## src/rtl/am_pkg.sv

```systemverilog
// Shared answering-machine definitions: system clock rate, debounce FSM states
// and the default debounce depth used by key_debouncer.
package am_pkg;

   localparam int unsigned SYS_CLK_HZ       = 100_000_000;
   localparam int unsigned DEF_STABLE_TICKS = 20;

   typedef enum logic [1:0] {
      REL    = 2'd0,
      CONF_P = 2'd1,
      PRS    = 2'd2,
      CONF_R = 2'd3
   } deb_state_e;

endpackage : am_pkg

```

## src/rtl/key_debouncer_if.sv

```systemverilog
// Key front-end bundle: divided tick source and raw keys in, clean levels and pulses out.
// KEY_DEBOUNCER_RELEASE_PULSE_EN adds the key_release pulse vector.
interface key_debouncer_if #(
   parameter int unsigned CHANNELS = 4
);
   logic                tick_src;
   logic [CHANNELS-1:0] key_in;
   logic [CHANNELS-1:0] key_level;
   logic [CHANNELS-1:0] key_press;
`ifdef KEY_DEBOUNCER_RELEASE_PULSE_EN
   logic [CHANNELS-1:0] key_release;

   modport master (output tick_src, output key_in,
                   input  key_level, input key_press, input key_release);
   modport slave  (input  tick_src, input key_in,
                   output key_level, output key_press, output key_release);
`else
   modport master (output tick_src, output key_in,
                   input  key_level, input key_press);
   modport slave  (input  tick_src, input key_in,
                   output key_level, output key_press);
`endif
endinterface : key_debouncer_if

```

## src/rtl/key_debounce_ch.sv

```systemverilog
// One key channel: 2-flop synchroniser, tick-sampled confirm FSM and registered outputs.
// KEY_DEBOUNCER_RELEASE_PULSE_EN adds a one-clk key_release pulse.
module key_debounce_ch
   import am_pkg::*;
#(
   parameter int unsigned STABLE_TICKS   = DEF_STABLE_TICKS,
   parameter bit          KEY_ACTIVE_LOW = 1'b1
) (
   input  logic clk,
   input  logic rst_n,
   input  logic tick,
   input  logic key_raw,
`ifdef KEY_DEBOUNCER_RELEASE_PULSE_EN
   output logic key_release,
`endif
   output logic key_level,
   output logic key_press
);

   localparam int unsigned     CNT_W    = $clog2(STABLE_TICKS + 1);
   localparam logic [CNT_W-1:0] CNT_LAST = CNT_W'(STABLE_TICKS - 1);
   // Raw idle level, so the normalised sample resets to "released"
   localparam logic            RAW_IDLE = KEY_ACTIVE_LOW;

   logic             sync1_q, sync1_d, sync2_q, sync2_d;
   logic             sample_c;
   deb_state_e       state_q, state_d;
   logic [CNT_W-1:0] cnt_q, cnt_d;
   logic             key_level_q, key_level_d;
   logic             key_press_q, key_press_d;
`ifdef KEY_DEBOUNCER_RELEASE_PULSE_EN
   logic             key_release_q, key_release_d;
`endif

   always_comb begin
      sync1_d = key_raw;
      sync2_d = sync1_q;
   end

   assign sample_c = sync2_q ^ KEY_ACTIVE_LOW;

   // State, counter and output registers
   always_ff @(posedge clk or negedge rst_n) begin
      if (!rst_n) begin
         sync1_q       <= RAW_IDLE;
         sync2_q       <= RAW_IDLE;
         state_q       <= REL;
         cnt_q         <= '0;
         key_level_q   <= 1'b0;
         key_press_q   <= 1'b0;
`ifdef KEY_DEBOUNCER_RELEASE_PULSE_EN
         key_release_q <= 1'b0;
`endif
      end else begin
         sync1_q       <= sync1_d;
         sync2_q       <= sync2_d;
         state_q       <= state_d;
         cnt_q         <= cnt_d;
         key_level_q   <= key_level_d;
         key_press_q   <= key_press_d;
`ifdef KEY_DEBOUNCER_RELEASE_PULSE_EN
         key_release_q <= key_release_d;
`endif
      end
   end

   // Next state; cnt_q is 0 in REL/PRS, so CNT_LAST == 0 covers STABLE_TICKS == 1
   always_comb begin
      state_d = state_q;
      cnt_d   = cnt_q;
      if (tick) begin
         unique case (state_q)
            REL: begin
               if (sample_c) begin
                  if (cnt_q == CNT_LAST) begin
                     state_d = PRS;
                     cnt_d   = '0;
                  end else begin
                     state_d = CONF_P;
                     cnt_d   = CNT_W'(1);
                  end
               end
            end
            CONF_P: begin
               if (!sample_c) begin
                  state_d = REL;
                  cnt_d   = '0;
               end else if (cnt_q == CNT_LAST) begin
                  state_d = PRS;
                  cnt_d   = '0;
               end else begin
                  cnt_d   = cnt_q + CNT_W'(1);
               end
            end
            PRS: begin
               if (!sample_c) begin
                  if (cnt_q == CNT_LAST) begin
                     state_d = REL;
                     cnt_d   = '0;
                  end else begin
                     state_d = CONF_R;
                     cnt_d   = CNT_W'(1);
                  end
               end
            end
            CONF_R: begin
               if (sample_c) begin
                  state_d = PRS;
                  cnt_d   = '0;
               end else if (cnt_q == CNT_LAST) begin
                  state_d = REL;
                  cnt_d   = '0;
               end else begin
                  cnt_d   = cnt_q + CNT_W'(1);
               end
            end
            default: begin
               state_d = REL;
               cnt_d   = '0;
            end
         endcase
      end
   end

   // Level follows the accepted state; pulses mark its edges
   always_comb begin
      key_level_d   = (state_d == PRS) || (state_d == CONF_R);
      key_press_d   = key_level_d & ~key_level_q;
`ifdef KEY_DEBOUNCER_RELEASE_PULSE_EN
      key_release_d = ~key_level_d & key_level_q;
`endif
   end

   assign key_level   = key_level_q;
   assign key_press   = key_press_q;
`ifdef KEY_DEBOUNCER_RELEASE_PULSE_EN
   assign key_release = key_release_q;
`endif

endmodule : key_debounce_ch

```

## src/rtl/key_debouncer.sv

```systemverilog
// Multichannel key debouncer sampled by the synchronised 1 kHz divider output.
// KEY_DEBOUNCER_RELEASE_PULSE_EN adds per-channel key_release pulses.
module key_debouncer
   import am_pkg::*;
#(
   parameter int unsigned CHANNELS       = 4,
   parameter int unsigned STABLE_TICKS   = DEF_STABLE_TICKS,
   parameter bit          KEY_ACTIVE_LOW = 1'b1
) (
   input  logic             clk,
   input  logic             rst_n,
   key_debouncer_if.slave   bus
);

   logic tick_s1_q, tick_s1_d;
   logic tick_s2_q, tick_s2_d;
   logic tick_s3_q, tick_s3_d;
   logic tick_q,    tick_d;

   logic [CHANNELS-1:0] ch_level;
   logic [CHANNELS-1:0] ch_press;
`ifdef KEY_DEBOUNCER_RELEASE_PULSE_EN
   logic [CHANNELS-1:0] ch_release;
`endif

   // Tick source is only ever sampled; its rising edge becomes a one-clk strobe
   always_comb begin
      tick_s1_d = bus.tick_src;
      tick_s2_d = tick_s1_q;
      tick_s3_d = tick_s2_q;
      tick_d    = tick_s2_q & ~tick_s3_q;
   end

   always_ff @(posedge clk or negedge rst_n) begin
      if (!rst_n) begin
         tick_s1_q <= 1'b0;
         tick_s2_q <= 1'b0;
         tick_s3_q <= 1'b0;
         tick_q    <= 1'b0;
      end else begin
         tick_s1_q <= tick_s1_d;
         tick_s2_q <= tick_s2_d;
         tick_s3_q <= tick_s3_d;
         tick_q    <= tick_d;
      end
   end

   for (genvar i = 0; i < CHANNELS; i++) begin : g_ch
      key_debounce_ch #(
         .STABLE_TICKS   (STABLE_TICKS),
         .KEY_ACTIVE_LOW (KEY_ACTIVE_LOW)
      ) u_ch (
         .clk         (clk),
         .rst_n       (rst_n),
         .tick        (tick_q),
         .key_raw     (bus.key_in[i]),
`ifdef KEY_DEBOUNCER_RELEASE_PULSE_EN
         .key_release (ch_release[i]),
`endif
         .key_level   (ch_level[i]),
         .key_press   (ch_press[i])
      );
   end

   assign bus.key_level   = ch_level;
   assign bus.key_press   = ch_press;
`ifdef KEY_DEBOUNCER_RELEASE_PULSE_EN
   assign bus.key_release = ch_release;
`endif

endmodule : key_debouncer
```

## src/flat_wrapper.sv

```systemverilog
// flat-port wrapper written by rule: the top's interface ports become plain ports
module key_debouncer_flat import am_pkg::*;
#(
   parameter int unsigned CHANNELS       = 4,
   parameter int unsigned STABLE_TICKS   = DEF_STABLE_TICKS,
   parameter bit          KEY_ACTIVE_LOW = 1'b1
)
  (clk, rst_n, bus_tick_src, bus_key_in, bus_key_level, bus_key_press);
  key_debouncer_if #(.CHANNELS(CHANNELS)) bus_i ();
  input  logic clk;
  input  logic rst_n;
  input wire logic [$bits(bus_i.tick_src)-1:0] bus_tick_src;
  input wire logic [$bits(bus_i.key_in)-1:0] bus_key_in;
  output wire logic [$bits(bus_i.key_level)-1:0] bus_key_level;
  output wire logic [$bits(bus_i.key_press)-1:0] bus_key_press;
  assign bus_i.tick_src = bus_tick_src;
  assign bus_i.key_in = bus_key_in;
  assign bus_key_level = bus_i.key_level;
  assign bus_key_press = bus_i.key_press;
  key_debouncer #(.CHANNELS(CHANNELS), .STABLE_TICKS(STABLE_TICKS), .KEY_ACTIVE_LOW(KEY_ACTIVE_LOW)) u_core (.clk(clk), .rst_n(rst_n), .bus(bus_i));
endmodule
```

## config.mk

```make
export PLATFORM = sky130hd
export DESIGN_NAME = key_debouncer_flat
export DESIGN_NICKNAME = d
export VERILOG_FILES = /design/src/rtl/am_pkg.sv /design/src/rtl/key_debouncer_if.sv /design/src/rtl/key_debounce_ch.sv /design/src/rtl/key_debouncer.sv /design/src/flat_wrapper.sv
export SDC_FILE = /design/constraint.sdc
export NUM_CORES = 1
export LEC_CHECK = 0
export ABC_CLOCK_PERIOD_IN_PS = 2760
export BUFFER_PORTS_ARGS = -buffer_cell sky130_fd_sc_hd__buf_2
export CORE_MARGIN = 2
export CORE_UTILIZATION = 45
export DETAILED_ROUTE_END_ITERATION = 16
export GPL_TIMING_DRIVEN = 1
export REMOVE_ABC_BUFFERS = 1
export SYNTH_ARGS = -nofsm -noshare
export SYNTH_HDL_FRONTEND = slang
export SYNTH_HIERARCHICAL = 1
export SYNTH_SLANG_ARGS = --single-unit
```

## constraint.sdc

```tcl
create_clock -name clk -period 2.76 [get_ports clk]
set_input_delay 0.138 -clock clk [delete_from_list [all_inputs] [get_ports clk]]
set_output_delay 0.138 -clock clk [all_outputs]
set_load 0.01 [all_outputs]
```

# --- Word level (Yosys, flattened, before mapping) ---
# Index checks and enable logic that the tools add are counted.
# W data, S select, Z words.
op_classes:
  add_sub_neg: 4
  eq_ne: 32
  mux: 68
  bitwise: 10
  reduce_logical: 12
op_table:
  columns: ["operator", "count"]
  rows:
  - ["$mux W5", 20]
  - ["$pmux W5 S4", 4]
  - ["$mux W2", 36]
  - ["$eq A2 B2 Y1 const B", 16]
  - ["$pmux W2 S4", 4]
  - ["$add A5 B1 Y5 const B", 4]
  - ["$eq A5 B5 Y1 const B", 4]
  - ["$ne A2 B2 Y1 const B", 8]
  - ["$reduce_and A3 Y1", 4]
  - ["$eq A2 B1 Y1 const B", 4]
  - ["$logic_not A2 Y1", 4]
  - ["$and A1 B1 Y1", 5]
  - ["$not A1 Y1", 5]
  - ["$logic_or A1 B1 Y1", 4]
  - ["$mux W1", 4]
word_totals:
  register_bits: 48
  input_bits: 7
  out_inout_bits: 8
  elab_cells: 154

# --- Logic depth before layout (Yosys ltp) ---
logic_depth:
  ltp_word: 8
  mapped_depth: 5
  ltp_nobuf: 5

# --- By module ---
# Netlist, hierarchy kept.
by_module_without_submodules:
  columns: ["mod", "instances", "cells_per_inst", "area_per_inst_um2", "seq_area_each_um2"]
  rows:
  - ["key_debounce_ch (u_core.g_ch[0].u_ch ...)", 2, 44, 538.0, 277.8]
  - ["key_debounce_ch (u_core.g_ch[3].u_ch)", 1, 45, 534.3, 277.8]
  - ["key_debounce_ch (u_core.g_ch[2].u_ch)", 1, 48, 511.7, 277.8]
  - ["key_debouncer", 1, 5, 113.9, 100.1]

# --- Worst setup path before layout ---
# Ideal clock, no wire load.
synth_path:
  kind: "reg2reg"
  startpoint: "reg u_core.g_ch[2].u_ch.cnt_q[0]"
  endpoint: "reg u_core.g_ch[2].u_ch.key_press_q"
  setup_time_ps: 118
  t_arrival_ps: 1219
  required_ps: 2642
  path_slack_ps: 1423
  stages_incl_launch_ff: 6
  path_buffers: 0
  synth_period_minus_slack_ps: 1337
  cell_sequence: "dfrtp_1 > ha_1 > and4bb_4 > a21oi_2 > a31oi_2 > and2b_1"
synth_between:
  elab_chain_len: 8
  elab_cells_between_ends: 15
  classes_between: "3 x eq/ne; 10 x mux; 1 x bitwise; 1 x reduce/logical"
synth_rtl:
  columns: ["item", "line", "rtl"]
  rows:
  - ["from (decl)", "key_debounce_ch.sv:28", "logic [CNT_W-1:0] cnt_q, cnt_d;"]
  - ["from (signal assigned)", "key_debounce_ch.sv:58", "cnt_q <= cnt_d;"]
  - ["$eq A5 B5 Y1 (*)", null, null]
  - ["$mux W2, on equally long branches (2 in a row)", null, null]
  - ["$pmux W2 S4 (*)", "key_debounce_ch.sv:72", "unique case (state_q)"]
  - ["$mux W2 (*)", "key_debounce_ch.sv:71", "if (tick) begin"]
  - ["named net u_core.g_ch[2].u_ch.state_d[1]", "key_debounce_ch.sv:27", "deb_state_e state_q, state_d;"]
  - ["$eq A2 B2 Y1", "key_debounce_ch.sv:127", "key_level_d = (state_d == PRS) || (state_d == CONF_R);"]
  - ["$logic_or A1 B1 Y1 (*)", "key_debounce_ch.sv:127", null]
  - ["$and A1 B1 Y1 (*)", "key_debounce_ch.sv:128", "key_press_d = key_level_d & ~key_level_q;"]
  - ["named net u_core.g_ch[2].u_ch.key_press_d", "key_debounce_ch.sv:30", "logic key_press_q, key_press_d;"]
  - ["to (signal assigned)", "key_debounce_ch.sv:60", "key_press_q <= key_press_d;"]
  - ["to (decl)", "key_debounce_ch.sv:30", null]
# The timed path passes the listed nets; every way through them passes the cells marked *.
# A chain may end at the register's enable or synchronous reset.

# --- Final worst setup path ---
layout_path:
  startpoint: "reg u_core.tick_q"
  endpoint: "reg u_core.g_ch[0].u_ch.key_press_q"
layout_between:
  elab_chain_len: 4
  elab_cells_between_ends: 5
  classes_between: "2 x eq/ne; 1 x mux; 1 x bitwise; 1 x reduce/logical"
layout_rtl:
  columns: ["item", "line", "rtl"]
  rows:
  - ["from (decl)", "key_debouncer.sv:18", "logic tick_q, tick_d;"]
  - ["from (signal assigned)", "key_debouncer.sv:44", "tick_q <= tick_d;"]
  - ["$mux W2 (*)", "key_debounce_ch.sv:71", null]
  - ["$eq A2 B2 Y1", "key_debounce_ch.sv:127", null]
  - ["$logic_or A1 B1 Y1 (*)", "key_debounce_ch.sv:127", null]
  - ["$and A1 B1 Y1 (*)", "key_debounce_ch.sv:128", null]
  - ["named net u_core.g_ch[0].u_ch.key_press_d", "key_debounce_ch.sv:30", null]
  - ["to (signal assigned)", "key_debounce_ch.sv:60", null]
  - ["to (decl)", "key_debounce_ch.sv:30", null]
# Marked as above.

==> impl_metrics.json <==
{
  "ys_seq_elements": 48,
  "drt_iter0_markers": 136,
  "crit_arrival_ns": 2.02,
  "syn_area_per_cell_um2": 12.0,
  "ir_drop_v": 0.000389,
  "place_congestion": 0.792,
  "die_width_um": 74.5,
  "grt_max_degree": 49,
  "setup_tns_ns": 0,
  "setup_viol": 0,
  "netlist_area_um2": 2240,
  "synth_cell_type_count": 37,
  "clock_latency_ns": 0.30,
  "yosysMostFrequentCell": "dfrtp_1",
  "dieArea_um2": 5550,
  "worst_pin_slew_ns": 1.02,
  "cp_data_required_time_ns": 2.99,
  "netlist_top_cells_count": "40 x dfrtp_1, 14 x nand2_1, 13 x a21oi_1, 13 x inv_1, 13 x nand3_1",
  "ys_seq_area_share_pct": 54.2,
  "rows": 25,
  "core_area_um2": 4750,
  "dieHeight_um": 74.5,
  "nFillCells": 423,
  "io_pins": 15,
  "worst_hold_slack_ns": -0.00272,
  "timing.slew.headroom_pct": 32.0,
  "cp_max_fo": 34,
  "violations": "hold timing",
  "drtAntennaViolNets": 0,
  "initial_core_util_pct": 47.0,
  "pwr_density_cell_nw_per_um2": 628,
  "status": "finished with violations",
  "grt_pass1_wl_um": 6500,
  "fin_nets": 220,
  "rsz0062_at_grt": "false",
  "antennaDiodeCount": 0,
  "startpoint_type": "flop",
  "ys.warnings.count": 6,
  "power.leakage_nw": 1.10,
  "synth_cells": 186,
  "worstHoldPathType": "input port to asynchronous set/reset pin",
  "finalClockSkew_ns": 0.00487,
  "finalCoreUtilization_pct": 52.8,
  "fin_crit_sh_pct": 64.9,
  "firstDrtPassIters": 4,
  "fmax_mhz": 558,
  "grt_pass1_vias": 1448,
  "viasPerCell": 5.41,
  "antenna_found_initial": 0,
  "synthToLayoutAreaGrowth_pct": 12.4,
  "critPathKind": "flop to flop",
  "ctsHtreeMaxLevel": 2,
  "cts_made_buffers": 5,
  "drive_above_1_share_pct": 24.3,
  "cap_viol_max_count": 0,
  "ctsRootBufferMaster": "clkbuf_8",
  "synth_area_leader_cell": "dfrtp_1",
  "cts_tree": "yes",
  "vias": 1499,
  "synth_edf_count": 0,
  "hold_viol_final": 4,
  "synth_flop_cell": "dfrtp_1",
  "synth-async-reset-ratio_pct": 100,
  "grt_usage_pct": 15.4,
  "drc": 0,
  "synth.top_cell.area_share_pct": 44.8,
  "clkTransAtPathRegs_ns": 0.08,
  "overflow": 0,
  "slew_violations": 0,
  "wl_per_cell_um": 13.5,
  "drt_wl_total_um": 3730,
  "portBuffers": 14,
  "post-cts-setup-buffer-count": 0,
  "synth_area_leaders": "dfrtp_1 45%, dfstp_2 9.4%, nand4bb_4 3.7%",
  "period_needed_ns": 1.79,
  "cts.sinks": 48,
  "clockBufferDepth": 2,
  "dp_hpwl_um": 2510,
  "end_kind": "flop"
}
-- sequential cells by signal, summed over array words and instances (netlist names) --
| register | flops |
|---|---|
| u_core/g_ch.u_ch/cnt_q | 20 |
| u_core/g_ch.u_ch/key_level | 4 |
| u_core/g_ch.u_ch/key_press | 4 |
| u_core/g_ch.u_ch/state_q | 8 |
| u_core/g_ch.u_ch/sync1_q | 4 |
| u_core/g_ch.u_ch/sync2_q | 4 |
| u_core/tick_q | 1 |
| u_core/tick_s1_q | 1 |
| u_core/tick_s2_q | 1 |
| u_core/tick_s3_q | 1 |
-- through the flow --
stage	worst slack (ns)	hold slack (ns)	instance area [µm²]	total power, mW	cells
after floorplan	1.16	-0.158	2200	1.08	182
after global placement	1.04	0.245	2360	1.13	264
after detailed placement	0.972	0.245	2360	1.15	264
after CTS	0.969	0.0473	2510	1.60	277
after global routing	0.803	0.0999	2510	1.68	277
final	0.969	-0.00272	2510	1.58	277
-- cells by family after synthesis --
kind of cell | synth area share, %
AOI/OAI and AO/OA | 16.5
xor gates and xnor gates | 1.90
adders and majority gates | 2.24
buffers and inverters | 3.64
DFF | 54.2
muxes | 2.80
and+or+nand+nor | 18.8
-- worst max-delay path, cell delays in order, from the launching register on --
cell,delay [ns]
dfrtp_1,1.02
inv_1,0.15
or3_4,0.42
a21oi_1,0.12
-- repair_timing --
| item | 4_1_cts | 5_1_grt |
|---|---|---|
| hold buffers | 5 | 0 |
| hold endpoints to repair | 5 | 0 |
| gates resized for setup | 0 | 0 |
-- metal layers --
metal | routed length (µm) | share of wire (%) | track usage [%]
met4 | 78 | 2.1 | 6.55
met1 | 1670 | 45 | 19.4
met3 | 139 | 3.7 | 3.66
met2 | 1840 | 49 | 25.6
met5 | 0 | 0 | 0
-- where the power goes --
group	internal, mW	switching [mW]
Sequential	0.784	0.107
Clock	0.203	0.229
Combinational	0.145	0.111
-- worst paths after layout --
kind	start	to	slack, ns	cells after the start
hold / removal	rst_n	u_core/g_ch[3].u_ch/cnt_q[3]$_DFFE_PN0P_	-0.003	1
max in group asynchronous	rst_n	u_core/g_ch[0].u_ch/cnt_q[3]$_DFFE_PN0P_	2.14	1
hold reg to reg	u_core/tick_s1_q$_DFF_PN0_	u_core/tick_s2_q$_DFF_PN0_	0.36	0
setup / recovery	u_core/tick_q$_DFF_PN0_	u_core/g_ch[0].u_ch/key_press$_DFF_PN0_	0.97	3
min in group clk	u_core/tick_s1_q$_DFF_PN0_	u_core/tick_s2_q$_DFF_PN0_	0.36	0
setup reg to reg	u_core/tick_q$_DFF_PN0_	u_core/g_ch[0].u_ch/key_press$_DFF_PN0_	0.97	3
-- cell usage in the layout, fill, tap and decap left out, drive strengths merged, types with 4 or more instances in the layout --
master / instances
o2bb2ai: 7
mux2i: 4
and4bb: 4
ha: 4
xnor2: 4
dfrtp: 40
inv: 13
dfstp: 8
a22o: 4
a32o: 6
o22ai: 4
buf: 15
nand2: 14
dlygate4sd3: 5
clkbuf: 6
o21ai: 14
nand3b: 5
a21oi: 15
nand3: 15
nor2b: 5
-- layout make-up --
cell class | instances | area (µm²) | area share [%]
clock buffer | 6 | 82.6 | 3.29
multi-input combinational | 121 | 943 | 37.5
sequential | 48 | 1210 | 48.2
timing repair buffer | 20 | 128 | 5.08
clock inverter | 2 | 15.0 | 0.598
inverter | 13 | 48.8 | 1.94
tap | 67 | 83.8 | 3.34
Power figures use the tool's default switching activity.
